## src/rtl/ctrl_pkg.sv

```systemverilog
// ---------------------------------------------------------------------------
// ctrl_pkg
// Shared definitions for the multicycle MIPS-subset control unit:
//   - state_t      : FSM state encoding (also visible on the state port)
//   - OP_*         : opcode field values of the supported instructions
//   - SRCB_*       : ALU B operand mux encodings
//   - ALUOP_*      : ALU control class encodings
//   - PCSRC_*      : PC source mux encodings
//   - is_mem_state : states that hold a memory request open
// ---------------------------------------------------------------------------
package ctrl_pkg;

    typedef enum logic [3:0] {
        S_FETCH  = 4'd0,
        S_DECODE = 4'd1,
        S_MEMADR = 4'd2,
        S_MEMRD  = 4'd3,
        S_MEMWB  = 4'd4,
        S_MEMWR  = 4'd5,
        S_EXEC   = 4'd6,
        S_ALUWB  = 4'd7,
        S_BRANCH = 4'd8,
        S_JUMP   = 4'd9,
        S_ADDIEX = 4'd10,
        S_ADDIWB = 4'd11
    } state_t;

    localparam logic [5:0] OP_RTYPE = 6'b000000;
    localparam logic [5:0] OP_LW    = 6'b100011;
    localparam logic [5:0] OP_SW    = 6'b101011;
    localparam logic [5:0] OP_BEQ   = 6'b000100;
    localparam logic [5:0] OP_ADDI  = 6'b001000;
    localparam logic [5:0] OP_J     = 6'b000010;

    localparam logic [1:0] SRCB_B    = 2'b00;
    localparam logic [1:0] SRCB_4    = 2'b01;
    localparam logic [1:0] SRCB_SE   = 2'b10;
    localparam logic [1:0] SRCB_SESH = 2'b11;

    localparam logic [1:0] ALUOP_ADD   = 2'b00;
    localparam logic [1:0] ALUOP_SUB   = 2'b01;
    localparam logic [1:0] ALUOP_FUNCT = 2'b10;

    localparam logic [1:0] PCSRC_ALU    = 2'b00;
    localparam logic [1:0] PCSRC_ALUOUT = 2'b01;
    localparam logic [1:0] PCSRC_JUMP   = 2'b10;

    function automatic logic is_mem_state(input state_t s);
        return (s == S_FETCH) || (s == S_MEMRD) || (s == S_MEMWR);
    endfunction

endpackage

```

## src/rtl/ctrl_next_state.sv

```systemverilog
// ---------------------------------------------------------------------------
// ctrl_next_state
// Combinational next-state logic of the multicycle control FSM.
// Ports:
//   i_state      : current state
//   i_opcode     : registered instruction opcode field
//   i_mem_ready  : memory completes the current access this cycle
//   i_timeout    : wait limit reached in a memory state with no ready
//   o_next       : next state
//   o_illegal_op : DECODE sees an unsupported opcode (valid only in DECODE)
// ---------------------------------------------------------------------------
module ctrl_next_state
    import ctrl_pkg::*;
#(
    parameter int OPCODE_W = 6
) (
    input  state_t              i_state,
    input  logic [OPCODE_W-1:0] i_opcode,
    input  logic                i_mem_ready,
    input  logic                i_timeout,
    output state_t              o_next,
    output logic                o_illegal_op
);

    always_comb begin
        o_next       = i_state;
        o_illegal_op = 1'b0;
        case (i_state)
            S_FETCH: begin
                if (i_timeout)        o_next = S_FETCH;
                else if (i_mem_ready) o_next = S_DECODE;
            end
            S_DECODE: begin
                case (i_opcode)
                    OPCODE_W'(OP_RTYPE): o_next = S_EXEC;
                    OPCODE_W'(OP_LW),
                    OPCODE_W'(OP_SW):    o_next = S_MEMADR;
                    OPCODE_W'(OP_BEQ):   o_next = S_BRANCH;
                    OPCODE_W'(OP_ADDI):  o_next = S_ADDIEX;
                    OPCODE_W'(OP_J):     o_next = S_JUMP;
                    default: begin
                        // PC was already bumped in FETCH, so skipping is just
                        // a return to FETCH.
                        o_next       = S_FETCH;
                        o_illegal_op = 1'b1;
                    end
                endcase
            end
            // Only lw and sw reach MEMADR, so anything not sw is a load.
            S_MEMADR: o_next = (i_opcode == OPCODE_W'(OP_SW)) ? S_MEMWR : S_MEMRD;
            S_MEMRD: begin
                if (i_timeout)        o_next = S_FETCH;
                else if (i_mem_ready) o_next = S_MEMWB;
            end
            S_MEMWB: o_next = S_FETCH;
            S_MEMWR: begin
                if (i_timeout || i_mem_ready) o_next = S_FETCH;
            end
            S_EXEC:   o_next = S_ALUWB;
            S_ALUWB:  o_next = S_FETCH;
            S_BRANCH: o_next = S_FETCH;
            S_JUMP:   o_next = S_FETCH;
            S_ADDIEX: o_next = S_ADDIWB;
            S_ADDIWB: o_next = S_FETCH;
            default:  o_next = S_FETCH;
        endcase
    end

endmodule

```

## src/rtl/multicycle_ctrl.sv

```systemverilog
// ---------------------------------------------------------------------------
// multicycle_ctrl
// Control FSM for the multicycle MIPS-subset datapath (lw, sw, R-type, beq,
// addi, j). Moore decode of state drives all datapath enables and mux
// selects; only ir_write/pc_en in FETCH follow mem_ready directly.
// A wait counter aborts any memory state that sees no mem_ready for
// MEM_WAIT_MAX consecutive cycles.
//
// Optional feature macro: CTRL_PERF_CNT_EN adds cycle_cnt / instr_cnt.
//
// Ports:
//   clk, reset            : clock, synchronous active-high reset
//   opcode                : IR[31:26]
//   zero                  : ALU zero flag (beq)
//   mem_ready             : memory handshake completion
//   iord, mem_read,
//   mem_write             : memory address select and request strobes
//   ir_write, pc_en       : IR / PC load enables
//   reg_dst, mem_to_reg,
//   reg_write             : register file write controls
//   alu_src_a, alu_src_b,
//   alu_op, pc_src        : ALU operand / operation and PC source selects
//   illegal, mem_timeout  : sticky error flags
//   cycle_cnt, instr_cnt  : performance counters (macro only)
//   state                 : current FSM state
// ---------------------------------------------------------------------------
module multicycle_ctrl
    import ctrl_pkg::*;
#(
    parameter int OPCODE_W     = 6,
    parameter int STATE_W      = 4,
    parameter int MEM_WAIT_MAX = 15
) (
    input  logic                clk,
    input  logic                reset,
    input  logic [OPCODE_W-1:0] opcode,
    input  logic                zero,
    input  logic                mem_ready,
    output logic                iord,
    output logic                mem_read,
    output logic                mem_write,
    output logic                ir_write,
    output logic                reg_dst,
    output logic                mem_to_reg,
    output logic                reg_write,
    output logic                alu_src_a,
    output logic [1:0]          alu_src_b,
    output logic [1:0]          alu_op,
    output logic [1:0]          pc_src,
    output logic                pc_en,
    output logic                illegal,
    output logic                mem_timeout,
`ifdef CTRL_PERF_CNT_EN
    output logic [31:0]         cycle_cnt,
    output logic [31:0]         instr_cnt,
`endif
    output logic [STATE_W-1:0]  state
);

    localparam int WCNT_W = $clog2(MEM_WAIT_MAX + 1);

    state_t            r_state;
    state_t            w_next;
    logic              w_illegal_op;
    logic              w_mem_state;
    logic              w_timeout;
    logic [WCNT_W-1:0] r_wait_cnt;
    logic              r_illegal;
    logic              r_mem_timeout;

    // -----------------------------------------------------------------------
    // Next-state logic
    // -----------------------------------------------------------------------
    ctrl_next_state #(
        .OPCODE_W (OPCODE_W)
    ) u_next (
        .i_state      (r_state),
        .i_opcode     (opcode),
        .i_mem_ready  (mem_ready),
        .i_timeout    (w_timeout),
        .o_next       (w_next),
        .o_illegal_op (w_illegal_op)
    );

    // -----------------------------------------------------------------------
    // Memory wait supervision
    // The counter holds the number of stalled cycles already spent in the
    // current memory state, so the MEM_WAIT_MAX-th stalled cycle is the one
    // that aborts. A ready on that same cycle still completes normally.
    // -----------------------------------------------------------------------
    assign w_mem_state = is_mem_state(r_state);
    assign w_timeout   = w_mem_state && !mem_ready &&
                         (r_wait_cnt == WCNT_W'(MEM_WAIT_MAX - 1));

    always_ff @(posedge clk) begin
        if (reset) begin
            r_wait_cnt <= '0;
        end else if (mem_ready || w_timeout || !w_mem_state || (w_next != r_state)) begin
            // Leaving a state (or not being in a memory state) guarantees the
            // count starts at zero on entry to FETCH/MEMRD/MEMWR.
            r_wait_cnt <= '0;
        end else begin
            r_wait_cnt <= r_wait_cnt + 1'b1;
        end
    end

    // -----------------------------------------------------------------------
    // State register and sticky flags
    // -----------------------------------------------------------------------
    always_ff @(posedge clk) begin
        if (reset) begin
            r_state       <= S_FETCH;
            r_illegal     <= 1'b0;
            r_mem_timeout <= 1'b0;
        end else begin
            r_state <= w_next;
            if ((r_state == S_DECODE) && w_illegal_op) r_illegal     <= 1'b1;
            if (w_timeout)                             r_mem_timeout <= 1'b1;
        end
    end

    assign illegal     = r_illegal;
    assign mem_timeout = r_mem_timeout;
    assign state       = STATE_W'(r_state);

    // -----------------------------------------------------------------------
    // Output decode
    // -----------------------------------------------------------------------
    always_comb begin
        iord       = 1'b0;
        mem_read   = 1'b0;
        mem_write  = 1'b0;
        ir_write   = 1'b0;
        reg_dst    = 1'b0;
        mem_to_reg = 1'b0;
        reg_write  = 1'b0;
        alu_src_a  = 1'b0;
        alu_src_b  = SRCB_B;
        alu_op     = ALUOP_ADD;
        pc_src     = PCSRC_ALU;
        pc_en      = 1'b0;
        case (r_state)
            S_FETCH: begin
                mem_read  = 1'b1;
                alu_src_b = SRCB_4;
                ir_write  = mem_ready;
                pc_en     = mem_ready;
            end
            S_DECODE: begin
                // Branch target computed speculatively into ALUOut.
                alu_src_b = SRCB_SESH;
            end
            S_MEMADR: begin
                alu_src_a = 1'b1;
                alu_src_b = SRCB_SE;
            end
            S_MEMRD: begin
                mem_read = 1'b1;
                iord     = 1'b1;
            end
            S_MEMWB: begin
                reg_write  = 1'b1;
                mem_to_reg = 1'b1;
            end
            S_MEMWR: begin
                mem_write = 1'b1;
                iord      = 1'b1;
            end
            S_EXEC: begin
                alu_src_a = 1'b1;
                alu_op    = ALUOP_FUNCT;
            end
            S_ALUWB: begin
                reg_write = 1'b1;
                reg_dst   = 1'b1;
            end
            S_BRANCH: begin
                alu_src_a = 1'b1;
                alu_op    = ALUOP_SUB;
                pc_src    = PCSRC_ALUOUT;
                pc_en     = zero;
            end
            S_JUMP: begin
                pc_src = PCSRC_JUMP;
                pc_en  = 1'b1;
            end
            S_ADDIEX: begin
                alu_src_a = 1'b1;
                alu_src_b = SRCB_SE;
            end
            S_ADDIWB: begin
                reg_write = 1'b1;
            end
            default: ;
        endcase
        // A reset cycle abandons the instruction: suppress every write.
        if (reset) begin
            ir_write  = 1'b0;
            pc_en     = 1'b0;
            reg_write = 1'b0;
            mem_write = 1'b0;
        end
    end

    // -----------------------------------------------------------------------
    // Performance counters
    // -----------------------------------------------------------------------
`ifdef CTRL_PERF_CNT_EN
    logic        w_instr_done;
    logic [31:0] r_cycle_cnt;
    logic [31:0] r_instr_cnt;

    // Any return to FETCH from a state past DECODE that is not a timeout is
    // a completed instruction; illegal opcodes return from DECODE itself.
    assign w_instr_done = (w_next == S_FETCH) && (r_state != S_FETCH) &&
                          (r_state != S_DECODE) && !w_timeout;

    always_ff @(posedge clk) begin
        if (reset) begin
            r_cycle_cnt <= '0;
            r_instr_cnt <= '0;
        end else begin
            r_cycle_cnt <= r_cycle_cnt + 32'd1;
            if (w_instr_done) r_instr_cnt <= r_instr_cnt + 32'd1;
        end
    end

    assign cycle_cnt = r_cycle_cnt;
    assign instr_cnt = r_instr_cnt;
`else
    // Counters are not built in this configuration.
`endif

endmodule

```

## config.mk

```make
export PLATFORM = sky130hd
export DESIGN_NAME = multicycle_ctrl
export DESIGN_NICKNAME = d
export VERILOG_FILES = /design/src/rtl/ctrl_pkg.sv /design/src/rtl/ctrl_next_state.sv /design/src/rtl/multicycle_ctrl.sv
export SDC_FILE = /design/constraint.sdc
export NUM_CORES = 1
export LEC_CHECK = 0
export ABC_AREA = 1
export ABC_CLOCK_PERIOD_IN_PS = 2880
export BUFFER_PORTS_ARGS = -buffer_cell sky130_fd_sc_hd__buf_2
export CORE_ASPECT_RATIO = 1.1
export CORE_MARGIN = 2
export CORE_UTILIZATION = 40
export DETAILED_ROUTE_END_ITERATION = 16
export GPL_ROUTABILITY_DRIVEN = 0
export PLACE_DENSITY = 0.69
export SKIP_LAST_GASP = 1
export SYNTH_ARGS = -nofsm -noshare
export SYNTH_HDL_FRONTEND = slang
export SYNTH_SLANG_ARGS = --single-unit
export TNS_END_PERCENT = 50
```

## constraint.sdc

```tcl
create_clock -name clk -period 2.88 [get_ports clk]
set_input_delay 0.144 -clock clk [delete_from_list [all_inputs] [get_ports clk]]
set_output_delay 0.144 -clock clk [all_outputs]
set_load 0.005 [all_outputs]
```

* Word-level counts from Yosys, hierarchy flattened
Cells that the tools add are included.
Operators by class: $add $sub $neg 1, equality and inequality tests 18, mux-type cells 26, reduce and logical (&&, ||, !) cells 20
Operator list (count):
- $pmux 4 s7 | 1
- $eq 4x4->1 const B | 5
- $mux 4 | 5
- $pmux 4 s5 | 1
- $eq 4x3->1 const B | 4
- $mux 1 | 14
- $eq 6x6->1 const B | 2
- $reduce_or 2->1 | 5
- $eq 4x2->1 const B | 2
- $pmux 2 s2 | 2
- $eq 6x2->1 const B | 1
- $eq 6x3->1 const B | 1
- $eq 6x4->1 const B | 1
- $logic_not 6->1 | 1
- $pmux 2 s3 | 1
- $reduce_or 6->1 | 1
- $logic_or 1x1->1 | 5
- $add 4x1->4 const B | 1
- $eq 4x1->1 const B | 1
- $logic_not 4->1 | 1
- $ne 4x4->1 | 1
- $reduce_or 4->1 | 1
- $logic_and 1x1->1 | 3
- $mux 3 | 1
- other kinds (3) | 4
Storage, ports and cells: bits in registers 10, input port bits 10, word-level logic and storage cells 69

* Depth between registers and ports, before layout
depth after elaboration 11, mapped depth 8, depth with buffers taken out 8

* Hierarchy
From an unflattened synthesis, not the netlist that was laid out.
Second synthesis, totals: cells, all modules 175, area, all modules 933.4 sq um
Modules (own cells, without submodules):
- multicycle_ctrl | times used 1, cells each 100, area an instance 610.6 sq um, seq. area each 200.2 sq um
- ctrl_next_state | times used 1, cells each 75, area an instance 322.8 sq um, seq. area each 0.0 sq um

* Worst setup path before layout
OpenSTA, ideal clock, no wires.
path type flip-flop to output port, start reg r_state[1] (netlist: state[1]), end out pc_en, arrival 1019 ps, data required time 2736 ps, setup slack 1717 ps, stages on the path, launching flop included 6, cell sequence dfxtp_1 -> nor2_1 -> inv_1 -> nor2_1 -> a21oi_1 -> a21oi_1
On the way: longest elaborated chain between the ends 3, elaborated cells on any way between the ends 5, those cells by class 2 x eq/ne; 2 x mux; 1 x reduce/logical
RTL lines:
- start, declared | line multicycle_ctrl.sv:62 | state_t r_state;
- start signal, assigned | line multicycle_ctrl.sv:116 | r_state <= w_next;
- $eq 4x4->1 / $logic_not 4->1 (equally long branches) | line multicycle_ctrl.sv:142 | case (r_state)
- $pmux 1 s3 * | line multicycle_ctrl.sv:142
- $mux 1 * | line multicycle_ctrl.sv:197 | if (reset) begin
- end, declared | line multicycle_ctrl.sv:50 | output logic pc_en,
Mark *: on every way between the ends. The rest lies on a longest branch, timed or not.

* Worst setup path after layout
Same ends and word-level chain as after synthesis.

==> results.toml <==
[place]
numPortBuffers = 30
postPlaceCellArea_um2 = 880.8
dp_hpwl_um = 1408

[clock_network]
clkSinkCount = 10
post_cts_buffers = 0
cts_buffers = 3
clock_latency_ns = 0.26
cts-root-buf = "clkbuf_4"
cts.path.max_buffers = 2
ctsResizeCount = 0
cts_tree = "built"
htreeDepth = 1
ctsHoldBuffers = 0
clk_pin_slew_worst_paths_ns = 0.06

[timing]
finalSetupTns_ns = 0
post-route-period-util_pct = 55.16
drv_slew = 0
clock_skew_ns = 0.002059
worst-slew-pin-transition_ns = 0.2412
hold_violations = 0
fmax_ghz = 0.6295
rsz0062_at_grt = "no"
finalSetupViolCount = 0
slew_headroom_pct = 83.90
min_period_ns = 1.588

[synthesis]
synth_nets = 131
synth_cell_types = 21
synth_seq_area_share_pct = 27.83
synth_seq_cells = 10
yosysTopAreaCell = "dfxtp_1"
yosysWarnings = 0
netlist_instances = 119
yosys-top-cells-area = "dfxtp_1, nor2_1, nand2_1, inv_1, nand3_1"
synth_top_area_share_pct = 27.83
syn_area_um2 = 719.4
syn_area_per_cell_um2 = 6.046

[floorplan]
pin_count = 31
start_util_pct = 41.31
core_mm2 = 0.001742
fp.dieW_um = 44.44
die-area_mm2 = 0.002154
num_rows = 16
fp.dieH_um = 48.48

[power]
vdd_ir_drop_max_v = 0.0002757
total_power_uw = 318.1
cellPowerDensity_mw_per_mm2 = 346.9
cellLeakagePower_nw = 0.5075

[final_layout]
mostFrequentLayoutCells = "buf_2, nor2_1, nand2_1"
fin_nets = 164
mostFrequentLayoutCell = "buf_2"
area_growth_pct = 27.48
final_layout_size_suffix_gt1_share_pct = 27.81
diodes = 0
stdcell_area_um2 = 917.1
fillers = 193

[outcome]
status = "finished clean"

[setup_path]
worstPathRequired_ns = 2.74
worstReg2RegStart = "state[1]$_SDFF_PP0_"
critPathCaptureType = "output pin"
cp.arrival_ns = 1.44
cp_max_fo = 7
startpoint = "state[1]$_SDFF_PP0_"
critical_path_class = "flop to output pin"
crit_path_start_kind = "flop"

[job]
maxCapViolCount = 0

[global_routing]
grt_max_degree = 12
grt_overflow_total = 0
grt_pass1_wl_um = 2704
grt_usage_pct = 16.23
antenna_found_initial = 0
grt_pass1_vias = 702

[drt]
vias = 808
ant_nets = 0
post_drt_wl_per_cell_um = 9.870
viasPerCell = 4.781
drtIter0Drc = 11
drt_first_pass_iters = 4
drt_wl_total_um = 1668
drc = 0

[hold_path]
min_from = "reset"
hold_class = "input pin to flop"
-- critical path: stages (launching register included) --
cell,delay [ns]
dfxtp_1,0.38
nor2_1,0.22
inv_1,0.09
nor2_1,0.16
a21oi_1,0.10
a21oi_1,0.12
buf_2,0.12
-- state kept, by name, indices dropped and copies added (netlist names) --
name,count
illegal,1
r_wait_cnt,4
mem_timeout,1
state,4
-- cells by family after synthesis --
logic type      Yosys count  synth area share (%)
compound gates           12                 8.522
xor+xnor                  2                 2.435
fa+ha+maj                 2                 3.478
buf+inv                  20                 10.96
flops                    10                 27.83
simple gates             73                 46.78
-- synthesized netlist by cell type --
cell type and count:
nor2_1 28, nand2_1 22, inv_1 18, dfxtp_1 10, nand3_1 10, a21oi_1 9
nand2_2 3, nand3b_1 3, ha_1 2, nor2_2 2, o21ai_0 2, buf_4 1
clkbuf_1 1, nand2_4 1, nand3_2 1, nand4_1 1, nand4_2 1, nor3_1 1
o22ai_1 1, xnor2_1 1, xor2_1 1
-- cell type report --
type                    count  area [µm²]  area share, %
clock buffers               4       36.28          3.956
inverters                  18       67.56          7.367
multi-input cells          89       440.4          48.02
flip-flops and latches     10       200.2          21.83
well taps                  18       22.52          2.456
repair buffers             30       150.1          16.37
-- worst paths after layout --
kind                              endpoint  slack, ns  depth (start not counted)
setup reg to reg       state[2]$_SDFF_PP0_       1.65                          7
hold / removal         state[2]$_SDFF_PP0_       0.18                          2
setup / recovery                     pc_en       1.29                          6
hold reg to reg   mem_timeout$_SDFFE_PP0P_       0.46                          2
-- per-stage QoR --
stage / worst slack, ns / cells / hold slack [ns] / util [%]
floorplan: 1.717 / 119 / 0.3584 / -
global placement: 1.625 / 165 / 0.4412 / 50.57
detailed placement: 1.568 / 165 / 0.4393 / 50.57
CTS: 1.278 / 169 / 0.1840 / 52.66
global route: 1.088 / 169 / 0.1934 / 52.66
finish: 1.292 / 169 / 0.1833 / 52.66
-- report_power, final --
group	switching (mW)	internal, mW	total, mW	leakage [nW]
Sequential	0.00387	0.142	0.146	0.0812
Combinational	0.0284	0.0195	0.0479	0.405
Clock	0.0476	0.0767	0.124	0.0210
-- routing by layer --
layer / track usage [%] / up-vias / part of all wire, %
li1: - / 439 / -
met1: 18.93 / 347 / 44
met2: 29.66 / 22 / 51
met3: 4.478 / 0 / 5.6
met4: 1.515 / 0 / 0
met5: 0 / - / 0
Power figures use the tool's default switching activity.
